[src/rtl/dual_port_ram_pkg.sv]
// ============================================================================
// dual_port_ram_pkg : shared state encoding and byte-merge helper
// Rev 1.0
// ============================================================================
`default_nettype none

package dual_port_ram_pkg;

  typedef enum logic [0:0] {
    ST_INIT  = 1'b0,
    ST_READY = 1'b1
  } state_e;

  // One byte lane of a masked write: new data where enabled, old data elsewhere.
  function automatic logic [7:0] byte_merge(input logic [7:0] old_b,
                                            input logic [7:0] new_b,
                                            input logic       be_b);
    return be_b ? new_b : old_b;
  endfunction

endpackage

`default_nettype wire

[src/rtl/dual_port_ram_clear_fsm.sv]
// ============================================================================
// dual_port_ram_clear_fsm : INIT/READY control and sequential zero-fill pointer
// Rev 1.0
// ============================================================================
`default_nettype none

module dual_port_ram_clear_fsm
  import dual_port_ram_pkg::*;
#(
  parameter int DEPTH  = 16,
  parameter int ADDR_W = $clog2(DEPTH)
) (
  input  logic              clock_i,
  input  logic              resetn_i,
  output state_e            state_o,
  output logic              clr_we_o,
  output logic [ADDR_W-1:0] clr_addr_o,
  output logic              init_busy_o
);

  localparam logic [ADDR_W-1:0] C_LAST = ADDR_W'(DEPTH - 1);

  state_e            state_q, state_d;
  logic [ADDR_W-1:0] ptr_q, ptr_d;
  logic              busy_q, busy_d;

  always_ff @(posedge clock_i) begin
    if (resetn_i) begin
      state_q <= ST_INIT;
      ptr_q   <= '0;
      busy_q  <= 1'b1;
    end else begin
      state_q <= state_d;
      ptr_q   <= ptr_d;
      busy_q  <= busy_d;
    end
  end

  always_comb begin
    state_d = state_q;
    ptr_d   = ptr_q;
    busy_d  = busy_q;
    case (state_q)
      ST_INIT: begin
        if (ptr_q == C_LAST) begin
          state_d = ST_READY;
          ptr_d   = '0;
          busy_d  = 1'b0;
        end else begin
          ptr_d = ptr_q + ADDR_W'(1);
        end
      end
      ST_READY: begin
        busy_d = 1'b0;
      end
      default: begin
        state_d = ST_INIT;
        ptr_d   = '0;
        busy_d  = 1'b1;
      end
    endcase
  end

  assign state_o     = state_q;
  assign clr_we_o    = (state_q == ST_INIT);
  assign clr_addr_o  = ptr_q;
  assign init_busy_o = busy_q;

endmodule

`default_nettype wire

[src/rtl/dual_port_ram_be.sv]
// ============================================================================
// dual_port_ram_be : simple dual-port RAM, byte enables, range check, zero-fill
// Optional macro DUAL_PORT_RAM_BYPASS_EN selects write-first collision reads.
// Rev 1.0
// ============================================================================
`default_nettype none

module dual_port_ram_be
  import dual_port_ram_pkg::*;
#(
  parameter  int WIDTH  = 8,
  parameter  int DEPTH  = 16,
  localparam int ADDR_W = $clog2(DEPTH),
  localparam int BE_W   = WIDTH / 8
) (
  input  logic              clock,
  input  logic              resetn,
  input  logic              wr_enb,
  input  logic [BE_W-1:0]   wr_be,
  input  logic [ADDR_W-1:0] wr_addr,
  input  logic [WIDTH-1:0]  data_in,
  input  logic              re_enb,
  input  logic [ADDR_W-1:0] rd_addr,
  output logic [WIDTH-1:0]  data_out,
  output logic              rd_valid,
  output logic              addr_err,
  output logic              init_busy
);

  localparam logic [ADDR_W:0] C_DEPTH_X = (ADDR_W + 1)'(DEPTH);

  logic [WIDTH-1:0]  mem_q [DEPTH];
  logic [WIDTH-1:0]  data_out_q, data_out_d;
  logic              rd_valid_q, rd_valid_d;
  logic              addr_err_q, addr_err_d;

  state_e            state;
  logic              clr_we;
  logic [ADDR_W-1:0] clr_addr;
  logic              ready;
  logic              wr_in_range, rd_in_range, wr_acc;
  logic [WIDTH-1:0]  wr_old, wr_merged, rd_word, rd_fwd;

  dual_port_ram_clear_fsm #(
    .DEPTH  (DEPTH),
    .ADDR_W (ADDR_W)
  ) u_clear_fsm (
    .clock_i     (clock),
    .resetn_i    (resetn),
    .state_o     (state),
    .clr_we_o    (clr_we),
    .clr_addr_o  (clr_addr),
    .init_busy_o (init_busy)
  );

  assign ready       = (state == ST_READY);
  assign wr_in_range = ({1'b0, wr_addr} < C_DEPTH_X);
  assign rd_in_range = ({1'b0, rd_addr} < C_DEPTH_X);
  assign wr_acc      = ready & wr_enb & wr_in_range;
  assign wr_old      = mem_q[wr_addr];
  assign rd_word     = mem_q[rd_addr];

  for (genvar k = 0; k < BE_W; k++) begin : g_byte
    assign wr_merged[8*k +: 8] = byte_merge(wr_old[8*k +: 8], data_in[8*k +: 8], wr_be[k]);
  end

`ifdef DUAL_PORT_RAM_BYPASS_EN
  // Same-address collision returns the post-write word (write-first).
  assign rd_fwd = (wr_acc && (wr_addr == rd_addr)) ? wr_merged : rd_word;
`else
  assign rd_fwd = rd_word;
`endif

  // The array has no reset; the clear engine zero-fills it after reset drops.
  always_ff @(posedge clock) begin
    if (!resetn) begin
      if (clr_we) begin
        mem_q[clr_addr] <= '0;
      end else if (wr_acc) begin
        mem_q[wr_addr] <= wr_merged;
      end
    end
  end

  always_comb begin
    data_out_d = data_out_q;
    rd_valid_d = 1'b0;
    addr_err_d = 1'b0;
    if (ready) begin
      if (re_enb) begin
        rd_valid_d = 1'b1;
        data_out_d = rd_in_range ? rd_fwd : '0;
      end
      addr_err_d = (wr_enb & ~wr_in_range) | (re_enb & ~rd_in_range);
    end
  end

  always_ff @(posedge clock) begin
    if (resetn) begin
      data_out_q <= '0;
      rd_valid_q <= 1'b0;
      addr_err_q <= 1'b0;
    end else begin
      data_out_q <= data_out_d;
      rd_valid_q <= rd_valid_d;
      addr_err_q <= addr_err_d;
    end
  end

  assign data_out = data_out_q;
  assign rd_valid = rd_valid_q;
  assign addr_err = addr_err_q;

endmodule

`default_nettype wire

[config.mk]
export PLATFORM = sky130hd
export DESIGN_NAME = dual_port_ram_be
export DESIGN_NICKNAME = d
export VERILOG_FILES = /design/src/rtl/dual_port_ram_pkg.sv /design/src/rtl/dual_port_ram_clear_fsm.sv /design/src/rtl/dual_port_ram_be.sv
export SDC_FILE = /design/constraint.sdc
export NUM_CORES = 1
export LEC_CHECK = 0
export CORE_ASPECT_RATIO = 1.2
export CORE_UTILIZATION = 30
export CTS_BUF_LIST = sky130_fd_sc_hd__clkbuf_4 sky130_fd_sc_hd__clkbuf_8 sky130_fd_sc_hd__clkbuf_16
export DETAILED_ROUTE_END_ITERATION = 10
export PLACE_DENSITY_LB_ADDON = 0.12
export SYNTH_ARGS = -nofsm -noshare
export SYNTH_HDL_FRONTEND = slang
export SYNTH_SLANG_ARGS = --single-unit
[constraint.sdc]
create_clock -name clock -period 1.9 [get_ports clock]
set_input_delay 0.19 -clock clock [delete_from_list [all_inputs] [get_ports clock]]
set_output_delay 0.19 -clock clock [all_outputs]
set_load 0.1 [all_outputs]
==> results of run 1 <==
cell type report:
cell class                 count  area [um2]  share of cell area [%]
tap                          252         315                    4.28
inverter                       2        7.51                   0.102
sequential                   143        4150                    56.3
multi-input combinational    138        1540                    20.9
clock buffer                  29         582                    7.90
timing repair buffer          68         732                    9.94
clock inverter                 3        42.5                   0.578
path summary, 6_finish.rpt:
| check | cells past startpoint | to | from | slack, ps |
|---|---|---|---|---|
| setup / recovery | 5 | mem_q[13][2]$_DFFE_PP_ | u_clear_fsm.state_o$_SDFF_PP0_ | -50 |
| hold / removal | 2 | rd_valid$_SDFF_PP0_ | re_enb | 460 |
| setup reg to reg | 5 | mem_q[13][2]$_DFFE_PP_ | u_clear_fsm.state_o$_SDFF_PP0_ | -50 |
| hold reg to reg | 1 | u_clear_fsm.init_busy_o$_SDFFE_PP1P_ | u_clear_fsm.init_busy_o$_SDFFE_PP1P_ | 470 |
power groups by stage:
stage | combinational, uW | clock [uW] | sequential [uW]
floorplan | 192 | 0 | 3490
global placement | 340 | 0 | 3500
detailed placement | 343 | 0 | 3500
CTS | 349 | 3430 | 3430
global route | 385 | 3550 | 3430
finish | 360 | 3380 | 3430
layout by cell type, fill, tap and decap left out, types with 2 or more instances in the layout:
master	synthesis	final
a21oi_1	5	5
mux2i_1	14	13
edfxtp_1	128	128
a22oi_1	7	7
nor2_1	22	9
clkbuf_16	0	19
inv_1	2	2
clkbuf_4	0	5
and2_1	10	10
o21ai_1	6	6
buf_12	1	12
buf_6	1	7
mux4_1	8	8
dfxtp_1	15	14
nor2_2	0	8
clkdlybuf4s50_1	0	19
o21ai_0	2	2
nand2_2	0	3
nor2_4	0	5
a31oi_2	0	4
mux4_2	22	22
clkbuf_8	0	5
mux2_2	9	9
nand2_1	8	5
buf_4	6	29
through the flow:
stage | cells | setup WS (ps) | power [uW] | cell area (um2)
after floorplan | 299 | -32.8 | 3690 | 5680
after global placement | 603 | -451 | 3840 | 6600
after detailed placement | 603 | -481 | 3840 | 6600
after CTS | 635 | -72.4 | 7210 | 7260
after global routing | 635 | -112 | 7370 | 7360
final | 635 | -53.3 | 7170 | 7360
logic make-up after synthesis:
family                   count (synthesis)  synth area share, %
AND/OR/NAND/NOR                         54                 4.89
flip-flops                             143                 72.9
multiplexers                            53                 16.7
adder cells (fa/ha/maj)                  1                0.220
buffers and inverters                   18                 2.03
other                                    1               0.0660
AO/OA/AOI/OAI                           28                 3.04
XOR/XNOR                                 1                0.154
what timing repair did:
item                                    in CTS  in global routing
hold buffers                                 0                  0
endpoints found under the hold margin        0                  0
endpoints found under the setup margin     128                128
gates resized for setup                     13                 26
pin swaps                                    0                  2
layer usage:
metal	vias to the layer above	wire [um]	global-route usage (%)
met1	1470	5690	17.8
li1	1344	-	-
met3	21	400	3.48
met2	68	5790	20.5
met4	0	295	5.88
met5	-	0	0
registers in the layout, indices dropped and copies added, names as in the netlist:
signal / count
u_clear_fsm.state_o: 1
rd_valid: 1
u_clear_fsm.clr_addr_o: 4
data_out: 8
u_clear_fsm.init_busy_o: 1
mem_q: 128
worst max-delay path, cell delays in order (launching register included):
cell and delay, ps:
dfxtp_4 360, and4b_2 240, buf_6 160, nor3b_1 300
a31oi_2 150, nor2_2 390
==> out/results.tsv, run 1 <==
metric	value	unit
drc_errors	0	
hold_viol_final	0	
seq_area_frac_synth	72.9	%
pwr-share-seq	47.9	%
hold_path.class	in -> reg	
drtIter0Drc	231	
clock_sinks	143	
core_area	18400	um2
postLayoutSetupSlackWorst	-53.3	ps
setup-tns-final	-413	ps
post_synth_num_cell_types	40	
rsz0062_at_grt	yes	
nets	392	
synth_most_common_cell	edfxtp_1	
vias	2903	
synth_commonest_cells	edfxtp_1, mux4_2, nor2_1	
grt_pass1_vias	2994	
layout_worst_path_cycle_share	103	%
die-height	153	um
floorplan.initialDensity	30.9	%
status	finished, violations left	
cts_tree	done	
ant_nets	0	
syn_avg_cell_area	19.0	um2
pin_count	32	
cts_setup_buffers	0	
drive_gt1_share	36.0	%
grt_max_degree	25	
worstPathArrival	2020	ps
dp_hpwl	8300	um
finalSetupViolations	8	
max-cap-violations	0	
yosysTopAreaCell	edfxtp_1	
cts_root_buf	clkbuf_16	
row_count	54	
async_reset_ff_share	0	%
routabilityCongestion	0.693	
portBuffers	30	
cts_made_buffers	17	
path_max_fanout	9	
hold_slack	464	ps
ir_worst_vdd	0.533	mV
synthToLayoutAreaGrowth	29.6	%
die-area	19500	um2
clk_path_buf_depth	2	
timing.final.crit_period	1950	ps
syn_inst	299	
htree_levels	4	
drv_slew	0	
violations	setup timing	
fmax	512	MHz
fillerInstances	1720	
required	1970	ps
synth_seq_cells	143	
synth_area	5680	um2
clk_pin_slew	60	ps
power_leakage	0.00269	uW
synth_ff_type	edfxtp_1	
antenna_found_initial	0	
p_switching	1370	uW
syn_nets	321	
synth_top_area_share	67.7	%
critical_path_class	reg -> reg	
cp-start-kind	register	
routed_wl	12200	um
finalCoreUtilization	40.1	%
pwr_density_cell	974	nW/um2
ys_warn_count	0	
pwr-share-comb	5.0	%
worst_setup_path_end_kind	register	
grt_use_total	13.3	%
die_x	128	um
synth_edf_count	128	
n_antenna_cell	0	
via_per_inst	4.57	
cellInternalPower	5800	uW
grt_pass1_wl	18300	um
synthTopCellsByArea	edfxtp_1, mux4_2, dfxtp_1	
fin_skew	4.56	ps
clockPowerShare	47.1	%
grt_overflow	0	
p_sw_share	19.1	%
drtPass1Iterations	4	
wire_per_inst	19.2	um
clk_latency	410	ps
Note: power is estimated with default switching activity, not from simulation.
==> run 2, diff against run 1 <==
--- a/config.mk
+++ b/config.mk
@@ -5,7 +5,7 @@
 export SDC_FILE = /design/constraint.sdc
 export NUM_CORES = 1
 export LEC_CHECK = 0
-export CORE_ASPECT_RATIO = 1.2
+export CORE_ASPECT_RATIO = 1.75
 export CORE_UTILIZATION = 30
 export CTS_BUF_LIST = sky130_fd_sc_hd__clkbuf_4 sky130_fd_sc_hd__clkbuf_8 sky130_fd_sc_hd__clkbuf_16
 export DETAILED_ROUTE_END_ITERATION = 10
==> run 2 against run 1 <==
- the run now ends clean
- utilization fell by 0.10 points
- clock-buffer cell count fell by 10
- global-route usage grew 0.85 points
- critical path type unchanged
- largest power group is now clock
==> out/results.tsv, run 2 (synthesis results as in run 1) <==
metric	value	unit
portBuffers	30	
critical_path_class	reg -> reg	
post_dp_cell_area	6650	um2
hold_path_depth	2	
required	2020	ps
pwr_density_cell	984	nW/um2
routabilityCongestion	0.751	
layout_worst_path_cycle_share	97.0	%
drv_slew	0	
timing.final.crit_period	1840	ps
drive_gt1_share	37.7	%
layout_commonest_cell	edfxtp_1	
hold_viol_final	0	
via_per_inst	4.58	
drc_errors	0	
grt_pass1_vias	3179	
stdcell_count	636	
finish.instance_area	7430	um2
row_count	66	
ff2ff_path_depth	6	
power_leakage	0.00276	uW
rsz0062_at_grt	yes	
dp_hpwl	9200	um
clk_path_buf_depth	2	
status	finished clean	
floorplan.initialDensity	30.6	%
synthToLayoutAreaGrowth	30.7	%
cts_root_buf	clkbuf_16	
pin_count	32	
worstPathArrival	1960	ps
grt_max_degree	22	
cts_tree	done	
max-cap-violations	0	
path_max_fanout	10	
largest_reg_flops	128	
dp.cells	602	
ir_worst_vdd	0.560	mV
hold_path.class	in -> reg	
final_cell_mix	edfxtp_1, buf_4, mux4_2, clkdlybuf4s50_1, clkbuf_16	
grt_pass1_wl	19300	um
r2r_slack	60	ps
worst_setup_path_end_kind	register	
die-height	184	um
antenna_found_initial	0	
max_slew_margin	42.1	%
clock_sinks	143	
reg2reg_from	u_clear_fsm.state_o$_SDFF_PP0_	
regMostFlops	mem_q	
die_x	106	um
min_from	re_enb	
clk_latency	410	ps
ant_nets	0	
grt_use_total	14.2	%
clk_pin_slew	60	ps
wire_per_inst	20.2	um
nets	407	
fmax	543	MHz
grt_overflow	0	
htree_levels	4	
r2r_end	mem_q[5][1]$_DFFE_PP_	
die-area	19500	um2
cp-start-kind	register	
cts_made_buffers	17	
drtPass1Iterations	4	
fin_skew	10.8	ps
core_area	18600	um2
tightest_slew	869	ps
routed_wl	12800	um
vias	2914	
n_antenna_cell	0	
drtIter0Drc	109	
finalSetupViolations	0	
holdPathEnd	rd_valid$_SDFF_PP0_	
==> run 2: per-layer routing <==
layer | vias to the layer above | wire [um] | GRT usage, %
met1 | 1481 | 4770 | 14.4
met2 | 48 | 7540 | 27.8
li1 | 1375 | - | -
met4 | 0 | 182 | 5.17
met5 | - | 0 | 0
met3 | 10 | 325 | 3.15
==> run 2: worst max path at each step <==
stage / start / endpoint / slack [ps] / cells past startpoint
after floorplan: u_clear_fsm.state_o$_SDFF_PP0_ / mem_q[1][0]$_DFFE_PP_ / -30 / 5
after global placement: resetn / mem_q[13][5]$_DFFE_PP_ / -570 / 6
after detailed placement: resetn / mem_q[13][5]$_DFFE_PP_ / -590 / 6
after CTS: u_clear_fsm.state_o$_SDFF_PP0_ / mem_q[3][0]$_DFFE_PP_ / -7 / 6
after global routing: u_clear_fsm.state_o$_SDFF_PP0_ / mem_q[8][5]$_DFFE_PP_ / -50 / 6
final: u_clear_fsm.state_o$_SDFF_PP0_ / mem_q[5][1]$_DFFE_PP_ / 60 / 6
==> run 2: per-stage QoR <==
stage | TNS, ps | hold slack, ps | utilization, % | total power (uW) | setup WS [ps]
finish | 0 | 455 | 40.0 | 7310 | 57.2
global placement | -44080 | 446 | 35.8 | 3850 | -571
floorplan | -1470 | 363 | - | 3690 | -32.8
CTS | -40.7 | 438 | 39.4 | 7370 | -6.59
global route | -932 | 469 | 40.0 | 7530 | -47.7
detailed placement | -45160 | 452 | 35.8 | 3850 | -591
==> run 2: repair_timing <==
| action | 4_1_cts | 5_1_grt |
|---|---|---|
| endpoints found under the setup margin | 104 | 112 |
| setup buffers | 0 | 2 |
| pin swaps | 0 | 0 |
| hold buffers | 0 | 0 |
| gates resized for setup | 13 | 22 |
==> run 2: worst max-delay path, stage by stage, from the launching register on <==
cell	delay, ps
dfxtp_2	380
and4b_1	260
buf_6	180
mux2i_4	260
nand2_2	110
nor2_1	170
buf_6	170
==> run 2: area by class of cell <==
cell class / instances / area, um2
well taps: 238 / 298
flip-flops and latches: 143 / 4150
inverters: 2 / 7.51
fillers: 1706 / 11200
clock buffers: 19 / 447
repair buffers: 83 / 820
clock inverters: 13 / 184
multi-input cells: 138 / 1530
==> run 2: report_power, final <==
part           switching, uW  internal, uW  leakage [uW]
clock                   1260          2250      0.000305
combinational            174           189      0.000977
sequential              12.6          3420       0.00148
total                   1450          5860       0.00276
==> run 3, diff against run 2 <==
--- a/config.mk
+++ b/config.mk
@@ -7,7 +7,7 @@
 export LEC_CHECK = 0
 export CORE_ASPECT_RATIO = 1.75
 export CORE_UTILIZATION = 30
-export CTS_BUF_LIST = sky130_fd_sc_hd__clkbuf_4 sky130_fd_sc_hd__clkbuf_8 sky130_fd_sc_hd__clkbuf_16
+export CTS_BUF_LIST = sky130_fd_sc_hd__clkbuf_4
 export DETAILED_ROUTE_END_ITERATION = 10
 export PLACE_DENSITY_LB_ADDON = 0.12
 export SYNTH_ARGS = -nofsm -noshare
==> run 3 against run 2 <==
- fmax decreased by 1.5%
- combinational power decreased by 1%
- critical path depth unchanged
- routed wire length decreased by 0.98%
- utilization decreased by 1.7 points
- largest power group is now registers
- total power decreased by 19%
- clock-buffer cell count decreased by 1
- sequential share of layout area increased by 2.5 points
- global-route usage increased by 0.054 points
==> out/results.tsv, run 3 (synthesis results as in run 1) <==
metric	value	unit
max-cap-violations	0	
hold_slack	320	ps
grt_overflow	0	
antenna_found_initial	1	
die-height	184	um
die-area	19500	um2
routed_wl	12700	um
layout_worst_path_cycle_share	98.4	%
largest_reg_flops	128	
core_area	18600	um2
path_cells	and4b_2 > buf_8 > mux2i_4 > nand2_2 > nor2_1 > buf_4	
status	finished clean	
max_slew_margin	43.7	%
tightest_slew	844	ps
cellInternalPower	4660	uW
pin_count	32	
rsz0062_at_grt	yes	
grt_use_total	14.3	%
path_max_fanout	17	
worst_setup_path_end_kind	register	
critPathMaxStageDelay	400	ps
fillerInstances	1747	
clk_pin_slew	120	ps
pwr-share-comb	6.1	%
row_count	66	
nets	405	
grt_max_degree	22	
grt_pass1_wl	19200	um
cts_root_buf	clkbuf_4	
htree_levels	4	
hold_buffers	0	
clockPowerShare	36.3	%
power_leakage	0.00261	uW
grt_pass1_vias	3179	
drv_slew	0	
path_buf_inv	2	
r2r_slack	30	ps
cp_top_family	simple AND/OR/NAND/NOR gates	
p_switching	1280	uW
ir_worst_vdd	0.352	mV
pwr-share-seq	57.6	%
timing.final.crit_period	1870	ps
drtPass1Iterations	4	
p_sw_share	21.6	%
hold_path.class	in -> reg	
drtIter0Drc	116	
drive_gt1_share	37.1	%
fmax	535	MHz
portBuffers	30	
fin_skew	26.5	ps
dp_hpwl	9200	um
routabilityCongestion	0.751	
cp-start-kind	register	
ant_nets	0	
wire_per_inst	20.0	um
drc_errors	0	
setup-tns-final	0	ps
worstPathArrival	2110	ps
clock_sinks	143	
regMostFlops	mem_q	
vias	2951	
die_x	106	um
floorplan.initialDensity	30.6	%
finalSetupViolations	0	
clk_path_buf_depth	2	
pwr_density_cell	836	nW/um2
slowest_stage	dfxtp_2	
hold_viol_final	0	
cts_made_buffers	17	
cts_tree	done	
clk_latency	540	ps
final_cell_mix	edfxtp_1, buf_4, mux4_2, clkdlybuf4s50_1, clkbuf_4	
synthToLayoutAreaGrowth	25.1	%
via_per_inst	4.65	
layout_commonest_cell	edfxtp_1	
required	2140	ps
critical_path_class	reg -> reg	
## run 3: layer usage
layer	vias to the layer above	track usage (%)	wire length, um	share of wire [%]
met2	59	27.6	7450	59
met3	14	3.44	360	2.8
met1	1505	14.2	4680	37
met4	0	5.83	204	1.6
li1	1373	-	-	-
met5	-	0	0	0
## run 3: final cells by class
| type | count | area (um2) | area share (%) |
|---|---|---|---|
| Timing Repair Buffer | 81 | 805 | 11.3 |
| Multi-Input combinational cell | 138 | 1530 | 21.5 |
| Sequential cell | 143 | 4150 | 58.3 |
| Antenna cell | 1 | 2.50 | 0.0352 |
| Clock buffer | 18 | 135 | 1.90 |
| Clock inverter | 14 | 188 | 2.64 |
| Inverter | 2 | 7.51 | 0.106 |
| Tap cell | 238 | 298 | 4.19 |
## run 3: worst paths after layout
path                                                  to  depth (start not counted)                           start
worst min-delay path                 rd_valid$_SDFF_PP0_                          2                          re_enb
worst min register to register  data_out[5]$_SDFFE_PP0P_                          2        data_out[5]$_SDFFE_PP0P_
worst max register to register     mem_q[3][1]$_DFFE_PP_                          6  u_clear_fsm.state_o$_SDFF_PP0_
worst max-delay path               mem_q[3][1]$_DFFE_PP_                          6  u_clear_fsm.state_o$_SDFF_PP0_
## run 3: repair_timing
action | in CTS | in global routing
cloned | 0 | 0
buffers inserted | 0 | 0
gates resized for setup | 13 | 22
endpoints found under the setup margin | 104 | 112
endpoints found under the hold margin | 0 | 0
## run 3: power groups by stage
stage	clock [uW]	combinational, uW	sequential [uW]
final	2160	360	3430
after global routing	2350	391	3430
after CTS	2230	358	3430
after detailed placement	0	351	3500
after global placement	0	352	3490
after floorplan	0	192	3490
## run 3: worst reg2reg max path: stages, from the launching register on
cell	delay (ps)
dfxtp_2	400
and4b_2	280
buf_8	170
mux2i_4	270
nand2_2	120
nor2_1	130
buf_4	210
## run 3: stage by stage
stage / util (%) / total power [uW] / cell area [um2] / cells / setup WS [ps]
2_1_floorplan: - / 3690 / 5680 / 299 / -32.8
3_3_place_gp: 35.8 / 3850 / 6650 / 602 / -571
3_5_place_dp: 35.8 / 3850 / 6650 / 602 / -591
4_1_cts: 37.8 / 6010 / 7010 / 634 / -0.879
5_1_grt: 38.3 / 6170 / 7110 / 635 / -68.0
6_report: 38.3 / 5940 / 7110 / 635 / 29.8
